$ cat src/rtl/svf_ctrl_pkg.sv
// svf_ctrl_pkg: shared FSM state type, accumulator width and saturation helper for the SVF sequencer
package svf_ctrl_pkg;
  typedef enum logic [1:0] {IDLE, ACCUM, FILTER, MIX} state_t;
  localparam int ACC_W = 10;
  function automatic logic signed [7:0] sat8(input logic signed [15:0] v);
    return v > 16'sd127 ? 8'sh7f : v < -16'sd128 ? 8'sh80 : v[7:0];
  endfunction
endpackage

$ cat src/rtl/svf_fc_slew.sv
// svf_fc_slew: cutoff coefficient register that moves at most FC_STEP toward its target per update
module svf_fc_slew #(
  parameter int FC_STEP = 32
) (
  input  logic        clk,
  input  logic        rst,
  input  logic [10:0] target,
  input  logic        update,
  output logic [10:0] fc_cur
);
  logic [10:0] up_gap, dn_gap, fc_next;
  always_comb begin
    up_gap = target - fc_cur;
    dn_gap = fc_cur - target;
    fc_next = target >= fc_cur ? (up_gap <= 11'(FC_STEP) ? target : fc_cur + 11'(FC_STEP))
                               : (dn_gap <= 11'(FC_STEP) ? target : fc_cur - 11'(FC_STEP));
  end
  always_ff @(posedge clk or posedge rst)
    if (rst) fc_cur <= '0;
    else if (update) fc_cur <= fc_next;
endmodule

$ cat src/rtl/svf_filter_sequencer.sv
// svf_filter_sequencer: per-sample voice summing, one shared SVF step, mode mix and master volume
module svf_filter_sequencer
  import svf_ctrl_pkg::*;
#(
  parameter int NUM_VOICES = 3,
  parameter int FC_STEP    = 32
) (
  input  logic                    clk,
  input  logic                    rst,
  input  logic                    sample_tick,
  input  logic [8*NUM_VOICES-1:0] voice_in,
  input  logic [NUM_VOICES-1:0]   filt_route,
  input  logic [2:0]              mode,
  input  logic [10:0]             fc_target,
  input  logic [1:0]              res,
  input  logic [3:0]              volume,
  output logic [7:0]              svf_in,
  output logic                    svf_sample_valid,
  output logic [10:0]             svf_alpha1,
  output logic [1:0]              svf_alpha2,
  input  logic [7:0]              svf_hp,
  input  logic [7:0]              svf_bp,
  input  logic [7:0]              svf_lp,
  output logic [7:0]              out_sample,
  output logic                    out_valid,
  output logic                    busy,
  output logic                    overrun
);
  localparam int IW = NUM_VOICES > 1 ? $clog2(NUM_VOICES) : 1;
  state_t state, state_d;
  logic [8*NUM_VOICES-1:0] voices_q;
  logic [NUM_VOICES-1:0] route_q;
  logic [2:0] mode_q;
  logic [3:0] vol_q;
  logic [IW-1:0] idx;
  logic last;
  logic signed [ACC_W-1:0] filt_acc, dir_acc, voice_ext, filt_next, dir_next, fsum;
  logic signed [7:0] hp_q, bp_q, lp_q;
  logic signed [10:0] total;
  logic signed [15:0] prod;
  assign busy = state != IDLE;
  assign svf_sample_valid = state == FILTER;
  always_comb begin
    last = idx == IW'(NUM_VOICES - 1);
    voice_ext = ACC_W'($signed(voices_q[8*idx +: 8]));
    filt_next = filt_acc + (route_q[idx] ? voice_ext : '0);
    dir_next = dir_acc + (route_q[idx] ? '0 : voice_ext);
    fsum = (mode_q[0] ? ACC_W'(lp_q) : '0) + (mode_q[1] ? ACC_W'(bp_q) : '0) + (mode_q[2] ? ACC_W'(hp_q) : '0);
    total = 11'(fsum) + 11'(dir_acc >>> 1);
    prod = 16'(total) * $signed({12'b0, vol_q});
    state_d = state == IDLE   ? (sample_tick ? ACCUM : IDLE) :
              state == ACCUM  ? (last ? FILTER : ACCUM) :
              state == FILTER ? MIX : IDLE;
  end
  always_ff @(posedge clk or posedge rst) begin
    if (rst) begin
      state <= IDLE;
      voices_q <= '0;
      route_q <= '0;
      mode_q <= '0;
      vol_q <= '0;
      svf_alpha2 <= '0;
      idx <= '0;
      filt_acc <= '0;
      dir_acc <= '0;
      svf_in <= '0;
      hp_q <= '0;
      bp_q <= '0;
      lp_q <= '0;
      out_sample <= '0;
      out_valid <= 1'b0;
      overrun <= 1'b0;
    end else begin
      state <= state_d;
      out_valid <= state == MIX;
      if (sample_tick && state != IDLE) overrun <= 1'b1;
      if (state == IDLE && sample_tick) begin
        voices_q <= voice_in;
        route_q <= filt_route;
        mode_q <= mode;
        vol_q <= volume;
        svf_alpha2 <= res;
        filt_acc <= '0;
        dir_acc <= '0;
        idx <= '0;
      end
      if (state == ACCUM) begin
        filt_acc <= filt_next;
        dir_acc <= dir_next;
        idx <= idx + 1'b1;
        // register the final filter-bus value so it is stable for the whole FILTER cycle
        if (last) svf_in <= sat8(16'(filt_next >>> 1));
      end
      if (state == FILTER) begin
        hp_q <= svf_hp;
        bp_q <= svf_bp;
        lp_q <= svf_lp;
      end
      if (state == MIX) out_sample <= sat8(prod >>> 4);
    end
  end
  svf_fc_slew #(.FC_STEP(FC_STEP)) u_slew (
    .clk(clk),
    .rst(rst),
    .target(fc_target),
    .update(state == FILTER),
    .fc_cur(svf_alpha1)
  );
endmodule

$ cat config.mk
export PLATFORM = sky130hd
export DESIGN_NAME = svf_filter_sequencer
export DESIGN_NICKNAME = d
export VERILOG_FILES = /design/src/rtl/svf_ctrl_pkg.sv /design/src/rtl/svf_fc_slew.sv /design/src/rtl/svf_filter_sequencer.sv
export SDC_FILE = /design/constraint.sdc
export NUM_CORES = 1
export LEC_CHECK = 0
export ABC_CLOCK_PERIOD_IN_PS = 15400
export CAP_MARGIN = 40
export CORE_AREA = 4 4 142 130
export DETAILED_ROUTE_END_ITERATION = 8
export DIE_AREA = 0 0 146 134
export GPL_TIMING_DRIVEN = 1
export HOLD_SLACK_MARGIN = 0.05
export PLACE_DENSITY = 0.77
export SLEW_MARGIN = 30
export SYNTH_ARGS = -nofsm -noshare
export SYNTH_HDL_FRONTEND = slang
export SYNTH_SLANG_ARGS = --single-unit
export TNS_END_PERCENT = 1
$ cat constraint.sdc
create_clock -name clk -period 15.4 [get_ports clk]
set_clock_uncertainty 0.2 [all_clocks]
set_input_delay 2.31 -clock clk [delete_from_list [all_inputs] [get_ports clk]]
set_output_delay 2.31 -clock clk [all_outputs]
set_load 0.02 [all_outputs]
==> results.sh, run 1 <==
export IMPL_outcome="finished, final reports clean"
export IMPL_worstSetupStartpointType="flip-flop"
export IMPL_worst_path_buf_inv=4
export IMPL_diodes=0
export IMPL_grt_max_degree=49
export IMPL_fill_cells=1356
export IMPL_crit_arrival_ps=7910
export IMPL_synth_area_sq_um=9171
export IMPL_yosysSeqAreaShare_pct=30.83
export IMPL_multi_input_area_sq_um=5827
export IMPL_clock_fmax_mhz=127.8
export IMPL_reg2reg_slack_ps=7570
export IMPL_start_util_pct=54.48
export IMPL_gp_congestion=0.8507
export IMPL_dpl_hpwl_microns=15850
export IMPL_drt_total_wl_microns=20620
export IMPL_drt_initial_drc_count=369
export IMPL_hold_violations=0
export IMPL_wl_met3_microns=754
export IMPL_worstPathRequired_ps=15480
export IMPL_detail_route_antenna_nets=0
export IMPL_fin_crit_ps=7828
export IMPL_cts_setup_buffers=0
export IMPL_rr_startpoint="mode_q[0]"
export IMPL_wl_met2_microns=9884
export IMPL_antenna_found_initial=0
export IMPL_max_slew_margin_pct=49.10
export IMPL_worstHoldStart="lp_q[6]"
export IMPL_htreeDepth=4
export IMPL_die_h_microns=134
export IMPL_critical_path_class="reg2reg"
export IMPL_cp_top_family="adder cells"
export IMPL_cts_tree="built"
export IMPL_hold_path_class="reg2reg"
export IMPL_met1_length_microns=9650
export IMPL_vias=7363
export IMPL_crit_slowest_cell="fa_1"
export IMPL_synth_top_cell_area_share_pct=30.83
export IMPL_yosys_area_top_type="dfrtp_1"
export IMPL_rr_endpoint="out_sample[2]"
export IMPL_slowest_delay_ps=560
export IMPL_hold_path_endpoint="lp_q[6]"
export IMPL_die_w_microns=146
export IMPL_clock_latency_ps=420
export IMPL_die_area_sq_um=19560
export IMPL_final_period_utilization_pct=50.83
export IMPL_via_per_inst=5.524
export IMPL_cts_root_buf="clkbuf_16"
export IMPL_synth_flop_cell="dfrtp_1"
export IMPL_slew_violations=0
export IMPL_syn_to_final_growth_pct=20.61
export IMPL_cts_sinks=113
export IMPL_rsz0062_at_grt="no"
export IMPL_io_pins=107
export IMPL_path_max_fanout=9
export IMPL_setup_tns_ps=0
export IMPL_reg2regPathDepth=32
export IMPL_ys_types=77
export IMPL_syn_nets=1207
export IMPL_grt_pass1_wl_microns=35580
export IMPL_avgSynthCellArea_sq_um=9.072
export IMPL_numCtsBuffers=17
export IMPL_setup_viol=0
export IMPL_io_buffers=106
export IMPL_topRoutingLayerUsed="met4"
export IMPL_drive_gt1_share_pct=8.556
export IMPL_whs_path_depth=2
export IMPL_clockBufferDepth=2
export IMPL_fin_nets=1305
export IMPL_grt_usage_pct=21.78
export IMPL_rows=45
export IMPL_grt_pass1_vias=7512
export IMPL_worstSetupEndpointType="flip-flop"
export IMPL_netlist_instances=1011
export IMPL_holdBufCountCts=0
export IMPL_drv_cap=0
export IMPL_drc_errors=0
export IMPL_ys_ff_latch=113
export IMPL_yosys_top_cells_area="dfrtp_1, ha_1, fa_1"
export IMPL_worstMarginPinSlew_ps=751.6
export IMPL_cts_resized=0
export IMPL_async_reset_ff_share_pct=100.0
export IMPL_dr_pass1_iters=5
export IMPL_core_sq_um=16830
export IMPL_wl_per_cell_microns=15.47
export IMPL_register_area_sq_um=2828
export IMPL_synth_edff_count=0
export IMPL_clk_pin_slew_ps=60
export IMPL_overflow=0
export IMPL_synth_warnings=0
-- registers in the layout, indices dropped and copies added (netlist names), named ones only --
name	flops
hp_q	8
voices_q	24
dir_acc	10
lp_q	8
filt_acc	10
state	1
mode_q	3
svf_in	8
u_slew.fc_cur	11
overrun	1
out_valid	1
svf_alpha2	2
out_sample	8
bp_q	8
route_q	3
vol_q	4
idx	2
-- worst max path at each step --
stage	slack, ps	to	from	depth (start not counted)
after detailed placement	7580	out_sample[2]	mode_q[0]	32
after CTS	7550	out_sample[0]	mode_q[0]	32
after global placement	7730	out_sample[0]	mode_q[0]	32
after global routing	6930	out_sample[2]	mode_q[0]	32
final	7570	out_sample[2]	mode_q[0]	32
after floorplan	8110	out_sample[0]	mode_q[0]	32
-- placed cells by master (no fill, tap or decap), types with 32 or more instances in the layout --
cell type | Yosys | final
clkdlybuf4s50_1 | 0 | 106
inv_1 | 103 | 102
dfrtp_1 | 113 | 113
a21oi_1 | 54 | 54
fa_1 | 34 | 34
and2_1 | 47 | 47
o21ai_0 | 32 | 32
nor2_1 | 50 | 49
mux2_2 | 38 | 38
ha_1 | 88 | 88
nand2_1 | 146 | 146
-- cell usage after synthesis (25+ instances only) --
cell type	instances
o22ai_1	25
xnor2_1	31
nand2_1	146
nor2_1	50
and2_1	47
dfrtp_1	113
inv_1	103
a21oi_1	54
clkbuf_1	25
ha_1	88
mux2_2	38
o21ai_0	32
fa_1	34
-- tightest hold or removal path: cells and delay by family (launching register included) --
kind	cells	cell delay, ps
AND/OR/NAND/NOR	2	110
flip-flops	1	330
-- final cells by class --
cell class / count / share of cell area, %
Sequential cell: 113 / 25.56
Clock inverter: 15 / 1.866
Inverter: 103 / 3.518
Multi-Input combinational cell: 762 / 52.67
Timing Repair Buffer: 112 / 10.15
Tap cell: 211 / 2.387
Clock buffer: 17 / 3.846
-- metal layers --
layer  vias to the layer above  track usage [%]
li1                       3673                -
met1                      3497            29.42
met2                       161            36.48
met3                        32            3.615
met4                         0            6.270
met5                         -                0
-- logic make-up after synthesis --
logic type,Yosys count,synth area share [%]
AND/OR/NAND/NOR,326,17.23
adder cells (fa/ha/maj),129,20.19
XOR/XNOR,47,4.488
buffers and inverters,136,5.716
AO/OA/AOI/OAI,207,15.24
flip-flops,113,30.83
multiplexers,53,6.303
-- metrics by stage --
step / worst slack (ps) / area [sq um] / utilization, % / hold WS (ps) / instances
floorplan: 8106 / 9171 / - / 237.4 / 1011
global placement: 7732 / 10400 / 61.77 / 239.5 / 1299
detailed placement: 7580 / 10420 / 61.89 / 257.0 / 1300
CTS: 7550 / 11050 / 65.64 / 272.4 / 1332
global route: 6927 / 11060 / 65.71 / 297.8 / 1333
finish: 7572 / 11060 / 65.71 / 270.2 / 1333
Power of run 1 is not shown: default switching activity piles up to over one toggle a cycle in this logic, so the estimate is an artifact.
==> run 2, diff against run 1 <==
--- a/config.mk
+++ b/config.mk
@@ -5,11 +5,11 @@
 export SDC_FILE = /design/constraint.sdc
 export NUM_CORES = 1
 export LEC_CHECK = 0
-export ABC_CLOCK_PERIOD_IN_PS = 15400
+export ABC_CLOCK_PERIOD_IN_PS = 7200
 export CAP_MARGIN = 40
-export CORE_AREA = 4 4 142 130
+export CORE_AREA = 4 4 145 133
 export DETAILED_ROUTE_END_ITERATION = 8
-export DIE_AREA = 0 0 146 134
+export DIE_AREA = 0 0 149 137
 export GPL_TIMING_DRIVEN = 1
 export HOLD_SLACK_MARGIN = 0.05
 export PLACE_DENSITY = 0.77
==> constraint.sdc (replaced) <==
create_clock -name clk -period 7.2 [get_ports clk]
set_clock_uncertainty 0.2 [all_clocks]
set_input_delay 1.08 -clock clk [delete_from_list [all_inputs] [get_ports clk]]
set_output_delay 1.08 -clock clk [all_outputs]
set_load 0.02 [all_outputs]
==> run 2 against run 1 <==
Effect of this change:
- critical path depth stayed put
- count of clock-buffer cells in the layout is 1 higher
- hold slack got worse by 12 ps
- global-route usage grew 0.13 points
- first-iteration DRC count increased by 14%
- die area increased by 4.3%
- cell count increased by 4.7%
- non-clock buffer count grew 33
- routed wire length increased by 6.4%
- register-to-register slack got worse by 7600 ps
- flip-flop and latch count unchanged
- core utilization barely moved
- highest routed layer unchanged
==> results.sh, run 2 (synthesis gave the netlist of run 1 again) <==
export IMPL_outcome="finished, final reports clean"
export IMPL_clockBufferDepth=2
export IMPL_clock_latency_ps=420
export IMPL_die_area_sq_um=20410
export IMPL_antenna_found_initial=0
export IMPL_worstMarginPinSlew_ps=756.9
export IMPL_clock_fmax_mhz=139.0
export IMPL_cts_root_buf="clkbuf_16"
export IMPL_core_sq_um=17610
export IMPL_drt_initial_drc_count=420
export IMPL_rows=46
export IMPL_dr_pass1_iters=4
export IMPL_place_inst=1351
export IMPL_drt_total_wl_microns=21930
export IMPL_overflow=0
export IMPL_via_per_inst=5.444
export IMPL_setup_viol=0
export IMPL_cp_top_family="adder cells"
export IMPL_fin_nets=1338
export IMPL_largest_reg_flops=24
export IMPL_fin_crit_ps=7192
export IMPL_numCtsBuffers=17
export IMPL_fill_cells=1456
export IMPL_worstSetupEndpointType="flip-flop"
export IMPL_cts_tree="built"
export IMPL_critical_path_class="reg2reg"
export IMPL_worstSetupStartpointType="flip-flop"
export IMPL_slowest_delay_ps=550
export IMPL_grt_pass1_wl_microns=36390
export IMPL_hold_violations=0
export IMPL_crit_arrival_ps=7270
export IMPL_io_pins=107
export IMPL_vias=7594
export IMPL_crit_slowest_cell="fa_1"
export IMPL_reg_top3="voices_q (24), u_slew.fc_cur (11)"
export IMPL_drive_gt1_share_pct=15.06
export IMPL_holdBufCountCts=0
export IMPL_grt_pass1_vias=7628
export IMPL_syn_to_final_growth_pct=26.13
export IMPL_worst_path_buf_inv=4
export IMPL_wl_per_cell_microns=15.72
export IMPL_setup_tns_ps=0
export IMPL_final_cells=1395
export IMPL_grt_usage_pct=21.91
export IMPL_diodes=0
export IMPL_max_slew_margin_pct=49.18
export IMPL_detail_route_antenna_nets=0
export IMPL_hold_path_class="reg2reg"
export IMPL_gp_congestion=0.9233
export IMPL_clk_pin_slew_ps=60
export IMPL_htreeDepth=4
export IMPL_fin_area_sq_um=11570
export IMPL_cts_sinks=113
export IMPL_dpl_hpwl_microns=16040
export IMPL_rsz0062_at_grt="yes"
export IMPL_drc_errors=0
export IMPL_largest_register="voices_q"
export IMPL_die_h_microns=137
export IMPL_final_period_utilization_pct=99.89
export IMPL_final_common_cell="nand2_1"
export IMPL_drv_cap=0
export IMPL_slew_violations=0
export IMPL_grt_max_degree=42
export IMPL_placed_cell_area_sq_um=10630
export IMPL_die_w_microns=149
export IMPL_worstPathRequired_ps=7280
export IMPL_path_max_fanout=7
export IMPL_layout_common_cells="nand2_1, dfrtp_1, clkdlybuf4s50_1"
export IMPL_io_buffers=106
export IMPL_start_util_pct=52.07
## run 2: what timing repair did
action,in CTS,in global routing
buffers inserted,6,6
setup endpoints to repair,8,8
endpoints found under the hold margin,0,0
gates resized for setup,15,37
pin swaps,26,42
## run 2: path summary, 6_finish.rpt
check	slack, ps	start	endpoint	depth (start not counted)
max	8	lp_q[1]	out_sample[4]	32
min	260	overrun	overrun	1
max reg2reg	8	lp_q[1]	out_sample[4]	32
min reg2reg	260	overrun	overrun	1
max in group asynchronous	4820	rst	out_sample[7]	4
min in group asynchronous	850	rst	u_slew.fc_cur[0]	2
## run 2: final cells by class
type                       count  area, sq um  area share [%]
clock inverter                14        157.7           1.363
sequential                   113         2828           24.45
tap                          240        300.3           2.596
clock buffer                  18        429.2           3.710
multi-input combinational    762         6090           52.64
timing repair buffer         145         1371           11.86
inverter                     103        391.6           3.386
## run 2: layer usage
layer | vias up | track usage, % | part of all wire, %
li1 | 3733 | - | -
met1 | 3656 | 28.93 | 45
met2 | 175 | 37.27 | 50
met4 | 0 | 6.202 | 1.6
met5 | - | 0 | 0
met3 | 30 | 3.808 | 4.2
## run 2: worst reg2reg max path: cells and delay by family, from the launching register on
kind	cells	cell delay, ps
compound gates	13	2230
xor+xnor	1	130
fa+ha+maj	8	2940
buf+inv	4	210
flops	1	370
mux	1	280
simple gates	5	660
## run 2: stage by stage
| step | hold slack, ps | util, % | setup WS (ps) |
|---|---|---|---|
| 2_1_floorplan | 237.4 | - | 2.890 |
| 3_3_place_gp | 239.8 | 60.12 | -44.93 |
| 3_5_place_dp | 250.4 | 60.35 | -232.2 |
| 4_1_cts | 263.3 | 64.48 | 0.6462 |
| 5_1_grt | 278.9 | 65.68 | -323.7 |
| 6_report | 257.7 | 65.68 | 8.178 |
Power of run 2 is left out for the same reason.
